$ cat config.mk
export PLATFORM = sky130hd
export DESIGN_NAME = spi_slave_regs
export DESIGN_NICKNAME = d
export VERILOG_FILES = /design/src/rtl/spi_slv_pkg.sv /design/src/rtl/spi_slv_regfile.sv /design/src/rtl/spi_slave_regs.sv
export SDC_FILE = /design/constraint.sdc
export NUM_CORES = 1
export LEC_CHECK = 0
export CORE_AREA = 2 2 107 160
export DETAILED_ROUTE_END_ITERATION = 10
export DIE_AREA = 0 0 109 162
export PLACE_DENSITY_LB_ADDON = 0.12
export SYNTH_ARGS = -nofsm -noshare
export SYNTH_HDL_FRONTEND = slang
export SYNTH_HIERARCHICAL = 1
export SYNTH_SLANG_ARGS = --single-unit
$ cat constraint.sdc
create_clock -name sclk -period 5.9 [get_ports sclk]
set_clock_uncertainty 0.05 [all_clocks]
set_input_delay 1.77 -clock sclk [delete_from_list [all_inputs] [get_ports sclk]]
set_output_delay 1.77 -clock sclk [all_outputs]
set_load 0.05 [all_outputs]
$ cat src/rtl/spi_slv_pkg.sv
// Shared constants and state type for the SPI responder and its register file.
package spi_slv_pkg;

  localparam int FRAME_W = 16;
  localparam int CMD_W   = 8;
  localparam int RW_BIT  = 15;
  localparam int DATA_W  = 8;

  localparam int ADDR_W     = CMD_W - 1;
  localparam int CNT_W      = $clog2(FRAME_W);
  localparam int CMD_LAST   = CMD_W - 1;          // count value on the edge sampling bit 8
  localparam int FRAME_LAST = FRAME_W - 1;        // count value on the edge sampling bit 0
  localparam int RW_POS     = RW_BIT - DATA_W;    // R/W position inside the 8-bit command byte

  typedef enum logic [1:0] {
    IDLE,
    CMD,
    DATA
  } spi_slv_state_e;

endpackage

$ cat src/rtl/spi_slv_regfile.sv
// 8-bit register file: register 0 is a read-only ID, addresses >= NUM_REGS miss.
module spi_slv_regfile
  import spi_slv_pkg::*;
#(
  parameter int                NUM_REGS = 16,
  parameter logic [DATA_W-1:0] ID_VAL   = 8'hA5
) (
  input  logic                     sclk,
  input  logic                     reset,
  input  logic                     wr_en,
  input  logic [ADDR_W-1:0]        wr_addr,
  input  logic [DATA_W-1:0]        wr_data,
  input  logic [ADDR_W-1:0]        rd_addr,
  output logic [DATA_W-1:0]        rd_data,
  output logic                     rd_hit,
  output logic [NUM_REGS*8-1:0]    regs
);

  // Only registers 1..NUM_REGS-1 have storage; register 0 is a constant.
  logic [DATA_W-1:0] mem [1:NUM_REGS-1];

  // Write port: an address with no matching register (0 or out of range) is dropped.
  always_ff @(posedge sclk or posedge reset) begin
    if (reset) begin
      for (int i = 1; i < NUM_REGS; i++) mem[i] <= '0;
    end else if (wr_en) begin
      for (int i = 1; i < NUM_REGS; i++) begin
        if (wr_addr == ADDR_W'(i)) mem[i] <= wr_data;
      end
    end
  end

  // Flatten the register file for the top-level output.
  always_comb begin
    regs[DATA_W-1:0] = ID_VAL;
    for (int i = 1; i < NUM_REGS; i++) regs[i*8 +: 8] = mem[i];
  end

  // Read mux: a miss returns zero and clears rd_hit.
  always_comb begin
    rd_data = '0;
    rd_hit  = 1'b0;
    for (int i = 0; i < NUM_REGS; i++) begin
      if (rd_addr == ADDR_W'(i)) begin
        rd_hit  = 1'b1;
        rd_data = regs[i*8 +: 8];
      end
    end
  end

endmodule

$ cat src/rtl/spi_slave_regs.sv
// SPI responder: 16-bit MSB-first frames {rw, addr[6:0], data[7:0]} in the sclk domain.
//
// state | meaning
// IDLE  | deselected; next selected edge samples bit 15
// CMD   | sampling command bits 15..8
// DATA  | sampling data bits 7..0, shifting read data out on miso
module spi_slave_regs
  import spi_slv_pkg::*;
#(
  parameter int                NUM_REGS = 16,
  parameter logic [DATA_W-1:0] ID_VAL   = 8'hA5
) (
  input  logic                  sclk,
  input  logic                  reset,
  input  logic                  ss_n,
  input  logic                  mosi,
  output logic                  miso,
  output logic [NUM_REGS*8-1:0] regs,
  output logic [7:0]            frame_cnt,
  output logic                  addr_err
);

  spi_slv_state_e    state_q, state_d;
  logic [CNT_W-1:0]  cnt_q;
  logic [DATA_W-2:0] shift_q;   // the live mosi bit completes each byte
  logic [DATA_W-1:0] tx_q;
  logic [ADDR_W-1:0] addr_q;
  logic              rd_q;
  logic              cmd_done;
  logic              frame_done;
  logic [DATA_W-1:0] cur_byte;
  logic [DATA_W-1:0] rd_data;
  logic              rd_hit;

  assign cur_byte = {shift_q, mosi};

  spi_slv_regfile #(
    .NUM_REGS (NUM_REGS),
    .ID_VAL   (ID_VAL)
  ) u_regfile (
    .sclk    (sclk),
    .reset   (reset),
    .wr_en   (frame_done & ~rd_q),
    .wr_addr (addr_q),
    .wr_data (cur_byte),
    .rd_addr (cur_byte[ADDR_W-1:0]),
    .rd_data (rd_data),
    .rd_hit  (rd_hit),
    .regs    (regs)
  );

  // State register.
  always_ff @(posedge sclk or posedge reset) begin
    if (reset) state_q <= IDLE;
    else       state_q <= state_d;
  end

  // Next state and frame-phase strobes; deselect always wins.
  always_comb begin
    state_d    = state_q;
    cmd_done   = 1'b0;
    frame_done = 1'b0;
    if (ss_n) begin
      state_d = IDLE;
    end else begin
      case (state_q)
        IDLE: state_d = CMD;
        CMD: begin
          if (cnt_q == CNT_W'(CMD_LAST)) begin
            state_d  = DATA;
            cmd_done = 1'b1;
          end
        end
        DATA: begin
          if (cnt_q == CNT_W'(FRAME_LAST)) begin
            state_d    = CMD;
            frame_done = 1'b1;
          end
        end
        default: state_d = IDLE;
      endcase
    end
  end

  // Bit counter, shifter, command latch, miso driver, frame counter, sticky error.
  always_ff @(posedge sclk or posedge reset) begin
    if (reset) begin
      cnt_q     <= '0;
      shift_q   <= '0;
      tx_q      <= '0;
      addr_q    <= '0;
      rd_q      <= 1'b0;
      miso      <= 1'b0;
      frame_cnt <= '0;
      addr_err  <= 1'b0;
    end else if (ss_n) begin
      cnt_q <= '0;
      tx_q  <= '0;
      rd_q  <= 1'b0;
      miso  <= 1'b0;
    end else begin
      // The counter wraps 15 -> 0 so a back-to-back frame starts cleanly.
      cnt_q   <= cnt_q + 1'b1;
      shift_q <= cur_byte[DATA_W-2:0];
      if (cmd_done) begin
        addr_q <= cur_byte[ADDR_W-1:0];
        rd_q   <= cur_byte[RW_POS];
        if (!rd_hit) addr_err <= 1'b1;
        if (cur_byte[RW_POS]) begin
          miso <= rd_data[DATA_W-1];
          tx_q <= {rd_data[DATA_W-2:0], 1'b0};
        end else begin
          miso <= 1'b0;
          tx_q <= '0;
        end
      end else if (frame_done) begin
        miso      <= 1'b0;
        frame_cnt <= frame_cnt + 1'b1;
      end else if (state_q == DATA) begin
        miso <= tx_q[DATA_W-1];
        tx_q <= {tx_q[DATA_W-2:0], 1'b0};
      end else begin
        miso <= 1'b0;
      end
    end
  end

endmodule

==> flow_summary.toml <==
[yosys]
synth-edff-count = 0
syn_inst = 647
yosysTopAreaCell = "dfrtp_1"
avgSynthCellArea_um2 = 12.1
synth_top_area_frac = 0.506
async_reset_ff_frac = 1.00
yosysWarningCount = 6
ys_types = 73
synth_seq_cells = 158
yosys-top-cells-area = "dfrtp_1 (51%), mux2_2 (20%), a21oi_1 (1.8%), buf_4 (1.4%), mux2i_1 (1.4%)"
ys_seq_area_frac = 0.506
synthFlopType = "dfrtp_1"
synth_area_mm2 = 0.00782

[sta]
slew_violations = 0
fin_crit_sh = 0.689
worst_pin_slew_ns = 0.941
whs_ns = 0.422
finalSetupViolCount = 0
final_hold_viol_count = 0
max-slew-margin-rel = 0.373
final.setup.tns_ns = 0
setup_slack_ns = 1.84
min_period_ns = 4.06
timing.fmax_mhz = 246
grt_setup_unrepaired = "no"

[floorplan]
start_util = 0.483
fp.dieH_um = 162
rows = 57
fp.dieW_um = 109
core_area_mm2 = 0.0162
io_pins = 142
dieArea_mm2 = 0.0177

[cts]
clk_path_buf_depth = 2
cts.sinks = 158
cts.reportedPaths.clkPinSlew_ns = 0.06
worst_skew_pair.late_latency_ns = 0.42
cts_root_buf = "clkbuf_16"
cts_max_level = 4
cts_resized = 0
cts_setup_buffers = 0
cts_hold_buf = 0
cts_tree = "done"
cts-buffers-inserted = 17

[worst_setup_path]
arrival_ns = 4.31
worstPathRequired_ns = 6.15
crit_fanout = 22
startpoint_type = "input pin"
crit_type = "input pin to register"
cp-end-kind = "register"

[layout]
antennaDiodeCount = 0
final_area_mm2 = 0.00982
area_delta_synth_final_pct = 25.7
drive_above_1_share = 0.271
nNetsFinal = 774

[routing]
drc = 0
drt-total-wl_um = 22800
via_per_inst = 6.02
firstDrtPassIters = 8
drtIter0Drc = 425
wl_per_cell_um = 23.2
vias = 5925
ant_nets = 0

[placed_design]
pre_cts_ws_ns = 1.41
dp_hpwl_um = 15800
port_buffers = 133
routabilityCongestion = 0.873
placed_cell_area_mm2 = 0.00922

[grt]
grt_max_degree = 73
grt_antenna_before_repair = 0
grt-ovfl-total = 0
first_global_vias = 5943
grt_use_total = 0.267
grt_pass1_wl_um = 34900

[power_and_ir_drop]
ir_worst_vdd_uv = 170
switching_power_mw = 0.720
power.total_mw = 2.60
switching_share = 0.277
combPwrFrac = 0.104
p_leak_nw = 4.39
p_int_mw = 1.88
clockPowerShare = 0.436
p_seq_frac = 0.460
power_density_mw_per_mm2 = 265

[worst_hold_path]
hold_path.class = "register to register"

[outcome]
status = "finished clean"

[flow_run]
drv_cap = 0
metrics by stage:
step | util | cells
after floorplan | - | 653
after global placement | 0.569 | 955
after detailed placement | 0.569 | 955
after CTS | 0.607 | 985
after global routing | 0.607 | 985
final | 0.607 | 985
synthesized netlist by cell type (all sizes together), types with 2 or more instances:
master	instances
nand4	5
a311oi	2
mux4	2
and2	4
xor2	2
a22oi	8
a2bb2oi	5
nand2b	14
xnor2	7
clkbuf	14
buf	33
nand3b	3
a31oi	4
o221a	2
conb	2
inv	13
nor2b	9
o21ai	21
dfrtp	158
a221o	3
nand2	25
nor3b	3
and3b	3
nand3	16
o32ai	2
ha	2
o31ai	2
a21o	3
nor4b	2
o311ai	5
nor3	8
nor4	2
mux2	141
nor2	32
a21oi	28
nor4bb	3
mux2i	11
o221ai	7
and3	5
a221oi	2
o22ai	9
o211ai	3
a211oi	6
cell families after synthesis:
family / Yosys count / share of synthesized area
DFF: 158 / 0.506
muxes: 154 / 0.223
and+or+nand+nor: 140 / 0.105
AOI/OAI and AO/OA: 121 / 0.108
buffers and inverters: 61 / 0.0440
xor gates and xnor gates: 9 / 0.0101
adders and majority gates: 2 / 0.00320
other: 2 / 0.000961
path summary, 6_finish.rpt:
kind	startpoint	endpoint	slack, ns	depth (start not counted)
min	cnt_q[0]	cnt_q[0]	0.42	1
min in group asynchronous	reset	shift_q[6]	1.81	3
max reg2reg	shift_q[0]	tx_q[6]	2.82	7
min reg2reg	cnt_q[0]	cnt_q[0]	0.42	1
max in group asynchronous	reset	u_regfile/regs[37]	2.98	3
max	ss_n	u_regfile/regs[78]	1.84	7
worst max-delay path, stage by stage:
cell	delay, ns
clkdlybuf4s50_1	0.39
buf_4	0.22
nor4_1	0.69
nand2_1	0.14
or2_2	0.33
nor2_2	0.38
mux2_2	0.39
registers in the layout (all words and copies together) (netlist names):
register and cells:
u_regfile/regs 120, frame_cnt 8, addr_q 7, shift_q 7, tx_q 7, cnt_q 4, state_q 2, addr_err 1
miso 1, rd_q 1
power groups by stage:
stage               Combinational (mW)  Clock [mW]  Sequential [mW]
floorplan                        0.234           0             1.15
global placement                 0.263           0             1.21
detailed placement               0.267           0             1.21
CTS                              0.268        1.15             1.19
global route                     0.292        1.20             1.20
finish                           0.270        1.13             1.20
layout make-up:
| cell class | count | area (µm²) |
|---|---|---|
| Multi-Input combinational cell | 434 | 3540 |
| Clock inverter | 11 | 156 |
| Timing Repair Buffer | 143 | 1400 |
| Sequential cell | 158 | 3960 |
| Tap cell | 206 | 258 |
| Inverter | 14 | 60.1 |
| Clock buffer | 19 | 453 |
| Fill cell | 1359 | 6360 |
placed cells by master (no fill, tap or decap), drive strengths merged, types with 4 or more instances in the layout:
| cell type | count |
|---|---|
| dfrtp | 158 |
| mux2 | 141 |
| clkdlybuf4s50 | 132 |
| nor2 | 32 |
| a21oi | 28 |
| nand2 | 25 |
| o21ai | 21 |
| clkbuf | 19 |
| nand3 | 16 |
| inv | 16 |
| nand2b | 14 |
| mux2i | 11 |
| buf | 11 |
| nor2b | 9 |
| o22ai | 9 |
| a22oi | 8 |
| conb | 8 |
| nor3 | 8 |
| xnor2 | 7 |
| o221ai | 7 |
| a211oi | 6 |
| nand4 | 5 |
| o311ai | 5 |
| and3 | 5 |
| a2bb2oi | 5 |
| and2 | 4 |
| a31oi | 4 |
routing by layer:
layer  track usage  vias up  share of wire
met3        0.0421       55          0.048
met1         0.345     3021           0.40
li1              -     2617              -
met5             0        -              0
met2         0.439      232           0.51
met4         0.120        0          0.039
Power figures use the tool's default switching activity.
